===== config.mk =====
export PLATFORM = sky130hd
export DESIGN_NAME = majority_gate_n_bit_top
export DESIGN_NICKNAME = d
export VERILOG_FILES = /design/src/rtl/majority_pkg.sv /design/src/rtl/popcount_n.sv /design/src/rtl/majority_gate_n_bit_top.sv
export SDC_FILE = /design/constraint.sdc
export NUM_CORES = 1
export LEC_CHECK = 0
export BUFFER_PORTS_ARGS = -buffer_cell sky130_fd_sc_hd__buf_2
export CORE_AREA = 2 2 39 41
export DETAILED_ROUTE_END_ITERATION = 12
export DIE_AREA = 0 0 41 43
export GPL_TIMING_DRIVEN = 1
export HOLD_SLACK_MARGIN = 0.15
export PLACE_DENSITY = 0.67
export SLEW_MARGIN = 15
export SYNTH_ARGS = -nofsm -noshare
export SYNTH_HDL_FRONTEND = slang
export SYNTH_SLANG_ARGS = --single-unit

===== constraint.sdc =====
create_clock -name clk -period 0.8 [get_ports clk]
set_clock_uncertainty 0.05 [all_clocks]
set_input_delay 0 -clock clk [delete_from_list [all_inputs] [get_ports clk]]
set_output_delay 0 -clock clk [all_outputs]
set_load 0.02 [all_outputs]

===== src/rtl/majority_pkg.sv =====
// Shared definitions for the N-input majority voter: count-width helper and tie policy.
package majority_pkg;

  // Width needed to hold the value n itself, so a full-ones vote never overflows.
  function automatic int clog2_plus1(input int n);
    return $clog2(n + 1);
  endfunction

  localparam logic MAJ_TIE_RESOLVE = 1'b0;

endpackage


===== src/rtl/popcount_n.sv =====
// Combinational population count of an N-bit vector, built as a balanced adder tree.
module popcount_n
  import majority_pkg::*;
#(
  parameter int N = 8
) (
  input  logic [N-1:0]                 x,
  output logic [clog2_plus1(N)-1:0]    count
);

  localparam int CW = clog2_plus1(N);
  localparam int P  = (N <= 1) ? 1 : (1 << $clog2(N));

  // Heap layout: leaves at P..2P-1, node i sums children 2i and 2i+1, root at 1.
  logic [P-1:0]  x_pad;
  logic [CW-1:0] node [1:2*P-1];

  assign x_pad = P'(x);

  // NOTE: a single always_comb writes every node before it is read, so no latch is inferred.
  always_comb begin
    for (int i = 0; i < P; i++) begin
      node[P + i] = CW'(x_pad[i]);
    end
    for (int i = P - 1; i >= 1; i--) begin
      node[i] = node[2 * i] + node[2 * i + 1];
    end
  end

  assign count = node[1];

endmodule


===== src/rtl/majority_gate_n_bit_top.sv =====
// Registered N-input majority voter exporting the ones count and an even-N tie flag.
module majority_gate_n_bit_top
  import majority_pkg::*;
#(
  parameter int N  = 8,
  parameter int CW = clog2_plus1(N)
) (
  input  logic          clk,
  input  logic          rst_n,
  input  logic [N-1:0]  X,
  output logic          Y,
  output logic [CW-1:0] ones_count,
  output logic          tie
);

  localparam int HALF = N / 2;
  localparam bit EVEN = (N % 2) == 0;

  logic [1:0]    rst_sync;
  logic          rst_core_n;
  logic [CW-1:0] cnt;
  logic          maj;
  logic          tie_d;
  logic          y_d;

  // Assertion passes straight through; release is delayed by two clean edges.
  // NOTE: sequential state uses non-blocking assignments so every flop sees pre-edge values.
  always_ff @(posedge clk or negedge rst_n) begin
    if (!rst_n) rst_sync <= 2'b00;
    else        rst_sync <= {rst_sync[0], 1'b1};
  end

  assign rst_core_n = rst_sync[1];

  popcount_n #(.N(N)) u_popcount (
    .x     (X),
    .count (cnt)
  );

  assign maj   = int'(cnt) > HALF;
  assign tie_d = EVEN && (int'(cnt) == HALF);
  assign y_d   = tie_d ? MAJ_TIE_RESOLVE : maj;

  always_ff @(posedge clk or negedge rst_core_n) begin
    if (!rst_core_n) begin
      Y          <= 1'b0;
      ones_count <= '0;
      tie        <= 1'b0;
    end else begin
      Y          <= y_d;
      ones_count <= cnt;
      tie        <= tie_d;
    end
  end

endmodule


==> reports/metrics.yaml, run 1 <==
synth:
  yosysUniqueCellTypes: 8
  syn-num-nets: 52
  syn_area_um2: 423
  seq_area_frac_synth: 0.473
  syn_area_per_cell_um2: 13.2
  synth-seq-cells: 8
  synthCells: 32
  synth_warnings: 0
global_route:
  gr-total-overflow: 0
  grt_max_degree: 7
  grt.total_usage: 0.105
  grt_pass1_vias: 320
  grt_antenna_before_repair: 0
  grt_pass1_wl_um: 1200
timing:
  setup-violations-final: 6
  rsz0062_at_grt: "yes"
  post-route-period-util: 2.50
  layout_min_cycle_time_ps: 2000
  setup_tns_ps: -5510
  maxClockFrequency_mhz: 501
  timing.hold.ws_ps: 34.5
  fin_ws_ps: -1200
  hold_violations: 0
  finalMaxSlewViolations: 0
outcome:
  violations: "setup timing"
  status: "finished with violations"
pwr:
  p_leak_nw: 0.342
  power_density_nw_per_um2: 2490
  ir_drop_mv: 0.818
worst_hold_path:
  hold_class: "reg2async"
setup_path:
  worst_setup_path_start_kind: "input port"
  path_cells: "buf_8 -> ha_4 -> inv_2 -> fa_1 -> inv_1 -> fa_1 -> ha_2 -> fa_1 -> nor4b_2"
  cp_slowest_cell: "fa_1"
  crit_type: "in2reg"
  crit_path_end_kind: "flop"
  worstPathMaxFanout: 3
  slowest_delay_ps: 530
  crit_buf_inv: 3
  cp_top_family: "adder cells"
  arrival_ps: 2100
  critPathMostFrequentCell: "fa_1"
  crit_required_ps: 910
  reg2reg_setup_slack_ps: 290
place:
  gp_congestion: 0.657
  dp.final_hpwl_um: 574
  numPortBuffers: 15
clocking:
  htreeDepth: 1
  cts.sinks: 8
  clockBufferDepth: 2
  clk_latency_ps: 250
  cts_buffers: 3
  clk_pin_slew_ps: 50
  cts_tree: "built"
  cts-root-buf: "clkbuf_4"
finish:
  drive_gt1_frac: 0.648
  layout_common_cells: "buf_6, dfrtp_1, inv_2"
  n_antenna_cell: 0
  layout.nets: 76
  area_growth_pct: 65.7
  layout_commonest_cell: "buf_6"
  final_util: 0.506
floorplan:
  io_pins: 16
  die_y_um: 43
  start_util: 0.306
  die_area_um2: 1760
  rows: 14
  core-area_um2: 1380
  die_x_um: 41
detailed_routing:
  wl_met3_um: 50
  top_layer_used: "met4"
  wl_per_cell_um: 9.47
  num_vias: 294
  drc: 0
  drt_wl_total_um: 663
  detail-route-antenna-nets: 0
  wl_met1_um: 224
  initialDrtViolationCount: 0
  wl_met2_um: 370
  vias_per_cell: 4.20
  firstDrtPassIters: 1
job:
  maxCapViolCount: 0
## per-layer routing
layer	vias to the layer above	GRT usage
li1	137	-
met1	139	0.0997
met2	16	0.175
met3	2	0.0157
met4	0	0.100
met5	-	0
## timing repair
| item | in CTS | in global routing |
|---|---|---|
| resized for setup | 22 | 2 |
| pin swaps | 2 | 2 |
| hold buffers | 2 | 1 |
| buffers inserted | 0 | 1 |
| endpoints found under the setup margin | 12 | 14 |
| endpoints found under the hold margin | 8 | 8 |
## registers in the layout (all words and copies together), names as in the netlist
signal	flops
tie	1
ones_count	4
Y	1
rst_sync	2
## path summary, 6_finish.rpt
| kind | start | to | cells after the start |
|---|---|---|---|
| max | X[3] | tie$_DFF_PN0_ | 9 |
| min | rst_sync[1]$_DFF_PN0_ | Y$_DFF_PN0_ | 0 |
| max reg2reg | rst_sync[0]$_DFF_PN0_ | rst_sync[1]$_DFF_PN0_ | 0 |
| min reg2reg | rst_sync[1]$_DFF_PN0_ | Y$_DFF_PN0_ | 0 |
| max in group asynchronous | rst_n | rst_sync[1]$_DFF_PN0_ | 3 |
| min in group clk | X[1] | tie$_DFF_PN0_ | 4 |
## through the flow
stage | cell area, um^2 | setup slack (ps) | power (mW) | std cells
3_5_place_dp | 568 | -1540 | 1.22 | 64
3_3_place_gp | 568 | -1520 | 1.20 | 64
5_1_grt | 701 | -1290 | 1.87 | 70
2_1_floorplan | 465 | -1340 | 0.988 | 32
6_report | 701 | -1200 | 1.74 | 70
4_1_cts | 689 | -1200 | 1.74 | 69
## logic make-up (layout without fill, tap and decap cells)
kind of cell	count (synthesis)	after routing	synth area share
AND/OR/NAND/NOR	2	2	0.0503
buffers and inverters	10	32	0.0888
AO/OA/AOI/OAI	1	1	0.0118
other	1	1	0.00887
flip-flops	8	8	0.473
adder cells (fa/ha/maj)	10	10	0.367
## cells in the mapped netlist
library cell	count	area, um^2
conb_1	1	3.75
dfrtp_1	8	200
fa_1	4	80.1
ha_1	6	75.1
inv_1	10	37.5
nand2b_1	1	6.26
nor4b_2	1	15.0
o21ai_0	1	5.00
## layout make-up
cell class              count  area [um^2]
fillers                   121          683
multi-input cells          14          240
flip-flops and latches      8          200
repair buffers             19          180
inverters                  10         37.5
clock buffers               3         22.5
well taps                  16         20.0
## power by group
| part | switching [mW] | internal, mW | leakage, nW |
|---|---|---|---|
| Sequential | 0.0550 | 0.526 | 0.0980 |
| Combinational | 0.377 | 0.489 | 0.230 |
| Clock | 0.125 | 0.171 | 0.0138 |
Note: power is estimated with default switching activity, not from simulation.
==> run 2, diff against run 1 <==
Settings changed: SYNTH_HIERARCHICAL from default to 1.
==> reports/metrics.yaml, run 2 <==
pwr:
  pwr-share-clk: 0.166
  combPwrFrac: 0.512
  p_switching_mw: 0.615
  ir_drop_mv: 0.690
  power_density_nw_per_um2: 2760
  p_leak_nw: 0.345
  internal_power_mw: 1.18
  p_sw_frac: 0.342
  seqPwrFrac: 0.321
detailed_routing:
  num_vias: 299
  detail-route-antenna-nets: 0
  firstDrtPassIters: 1
  drt_wl_total_um: 636
  wl_per_cell_um: 8.71
  drc: 0
  initialDrtViolationCount: 0
  vias_per_cell: 4.10
synth:
  yosysUniqueCellTypes: 11
  yosys.area.top_type: "dfrtp_1"
  synthCells: 36
  syn_area_um2: 420
  async_reset_ff_frac: 1.00
  syn-num-nets: 53
  synth_warnings: 6
  synthFlopType: "dfrtp_1"
  syn_area_per_cell_um2: 11.7
  synth.cells.most_frequent: "inv_1, dfrtp_1, fa_1"
  yosysMostFrequentCell: "inv_1"
  synth-edff-count: 0
  seq_area_frac_synth: 0.476
  synth-seq-cells: 8
  netlist_top_cells_area: "dfrtp_1, fa_1, inv_1"
  yosys.area.top_type_share: 0.476
place:
  numPortBuffers: 15
  place_ws_ps: -2000
  placed_area_um2: 536
  gp_congestion: 0.624
  dp.final_hpwl_um: 511
floorplan:
  start_util: 0.304
  die_y_um: 43
  die_x_um: 41
  core-area_um2: 1380
  die_area_um2: 1760
  rows: 14
  io_pins: 16
setup_path:
  worst_setup_path_start_kind: "input port"
  reg2regPathDepth: 0
  crit_required_ps: 880
  arrival_ps: 2500
  crit_type: "in2reg"
  crit_path_end_kind: "flop"
  worstPathMaxFanout: 3
clocking:
  cts-root-buf: "clkbuf_4"
  htreeDepth: 1
  clk_latency_ps: 250
  clk_pin_slew_ps: 50
  cts_buffers: 3
  cts.sinks: 8
  cts_tree: "built"
  clockBufferDepth: 2
global_route:
  grt_antenna_before_repair: 0
  grt_pass1_wl_um: 1120
  grt_pass1_vias: 301
  gr-total-overflow: 0
  grt.total_usage: 0.108
  grt_max_degree: 7
timing:
  maxClockFrequency_mhz: 414
  finalMaxSlewViolations: 0
  rsz0062_at_grt: "yes"
  setup-violations-final: 9
  hold_violations: 1
  post-route-period-util: 3.02
  layout_min_cycle_time_ps: 2420
  timing.hold.ws_ps: -4.92
  fin_ws_ps: -1620
worst_hold_path:
  hold_class: "in2reg"
  min_path_cells: 2
outcome:
  status: "finished with violations"
  violations: "hold timing, setup timing"
finish:
  layout_common_cells: "dfrtp_1, inv_1, buf_2, buf_6, inv_2"
  drive_gt1_frac: 0.509
  area_growth_pct: 54.8
  top_register: "ones_count"
  final_util: 0.470
  layout.nets: 76
  final_cell_area_um2: 651
  largest_register_ffs: 4
  n_antenna_cell: 0
  top_regs: "ones_count (4), rst_sync (2)"
job:
  maxCapViolCount: 0
[run 2: cell count changes in the layout (fill, tap and decap cells not counted), moves of 2 or more]
cell / before / now
buf_6: 10 / 7
buf_2: 5 / 7
inv_2: 8 / 5
inv_1: 2 / 8
ha_4: 4 / 1
[run 2: logic make-up after synthesis]
| group | Yosys count | share of synthesized area |
|---|---|---|
| other | 1 | 0.00892 |
| xor gates and xnor gates | 1 | 0.0208 |
| DFF | 8 | 0.476 |
| AOI/OAI and AO/OA | 2 | 0.0238 |
| and+or+nand+nor | 3 | 0.0655 |
| buffers and inverters | 14 | 0.125 |
| adders and majority gates | 7 | 0.280 |
[run 2: what timing repair did]
item,4_1_cts,5_1_grt
setup endpoints to repair,12,14
buffers inserted,1,0
endpoints found under the hold margin,11,11
pin swaps,6,3
hold buffers,2,1
gates resized for setup,18,1
[run 2: layout make-up]
class | instances | area [um^2]
fillers | 125 | 733
flip-flops and latches | 8 | 200
multi-input cells | 14 | 199
repair buffers | 18 | 149
inverters | 14 | 60.1
clock buffers | 3 | 22.5
well taps | 16 | 20.0
[run 2: worst max-delay path, cell delays in order]
cell      delay (ps)
buf_6             70
inv_2             30
fa_1             540
fa_1             430
fa_1             450
inv_2             80
ha_4             130
inv_2             30
fa_2             520
inv_2             60
o21ai_1          110
nand2b_1          60
[run 2: final timing paths]
kind	startpoint	slack, ps	end
worst min register to register	rst_sync[1]$_DFF_PN0_	30	tie$_DFF_PN0_
max in group asynchronous	rst_n	60	rst_sync[1]$_DFF_PN0_
worst max-delay path	X[3]	-1620	Y$_DFF_PN0_
worst min-delay path	X[2]	-5	ones_count[0]$_DFF_PN0_
worst max register to register	rst_sync[0]$_DFF_PN0_	280	rst_sync[1]$_DFF_PN0_
min in group asynchronous	rst_sync[1]$_DFF_PN0_	30	tie$_DFF_PN0_
[run 2: metal layers]
| layer | global-route usage | vias to the layer above | part of all wire |
|---|---|---|---|
| li1 | - | 142 | - |
| met1 | 0.0872 | 139 | 0.31 |
| met2 | 0.166 | 14 | 0.57 |
| met3 | 0.0157 | 4 | 0.050 |
| met4 | 0.160 | 0 | 0.066 |
| met5 | 0 | - | 0 |
[run 2: metrics by stage]
step,hold slack [ps],TNS [ps],cells,power [mW]
finish,-4.92,-8310,73,1.80
global route,-6.43,-8980,73,1.94
CTS,-19.6,-8560,73,1.77
detailed placement,-262,-10160,67,1.23
global placement,-266,-10130,67,1.20
floorplan,-346,-8800,36,1.03
[run 2: power by group through the flow]
stage	clock network, mW	logic [mW]	registers [mW]
floorplan	0	0.315	0.711
global placement	0	0.648	0.551
detailed placement	0	0.668	0.557
CTS	0.312	0.880	0.580
global route	0.330	1.02	0.592
finish	0.299	0.921	0.578
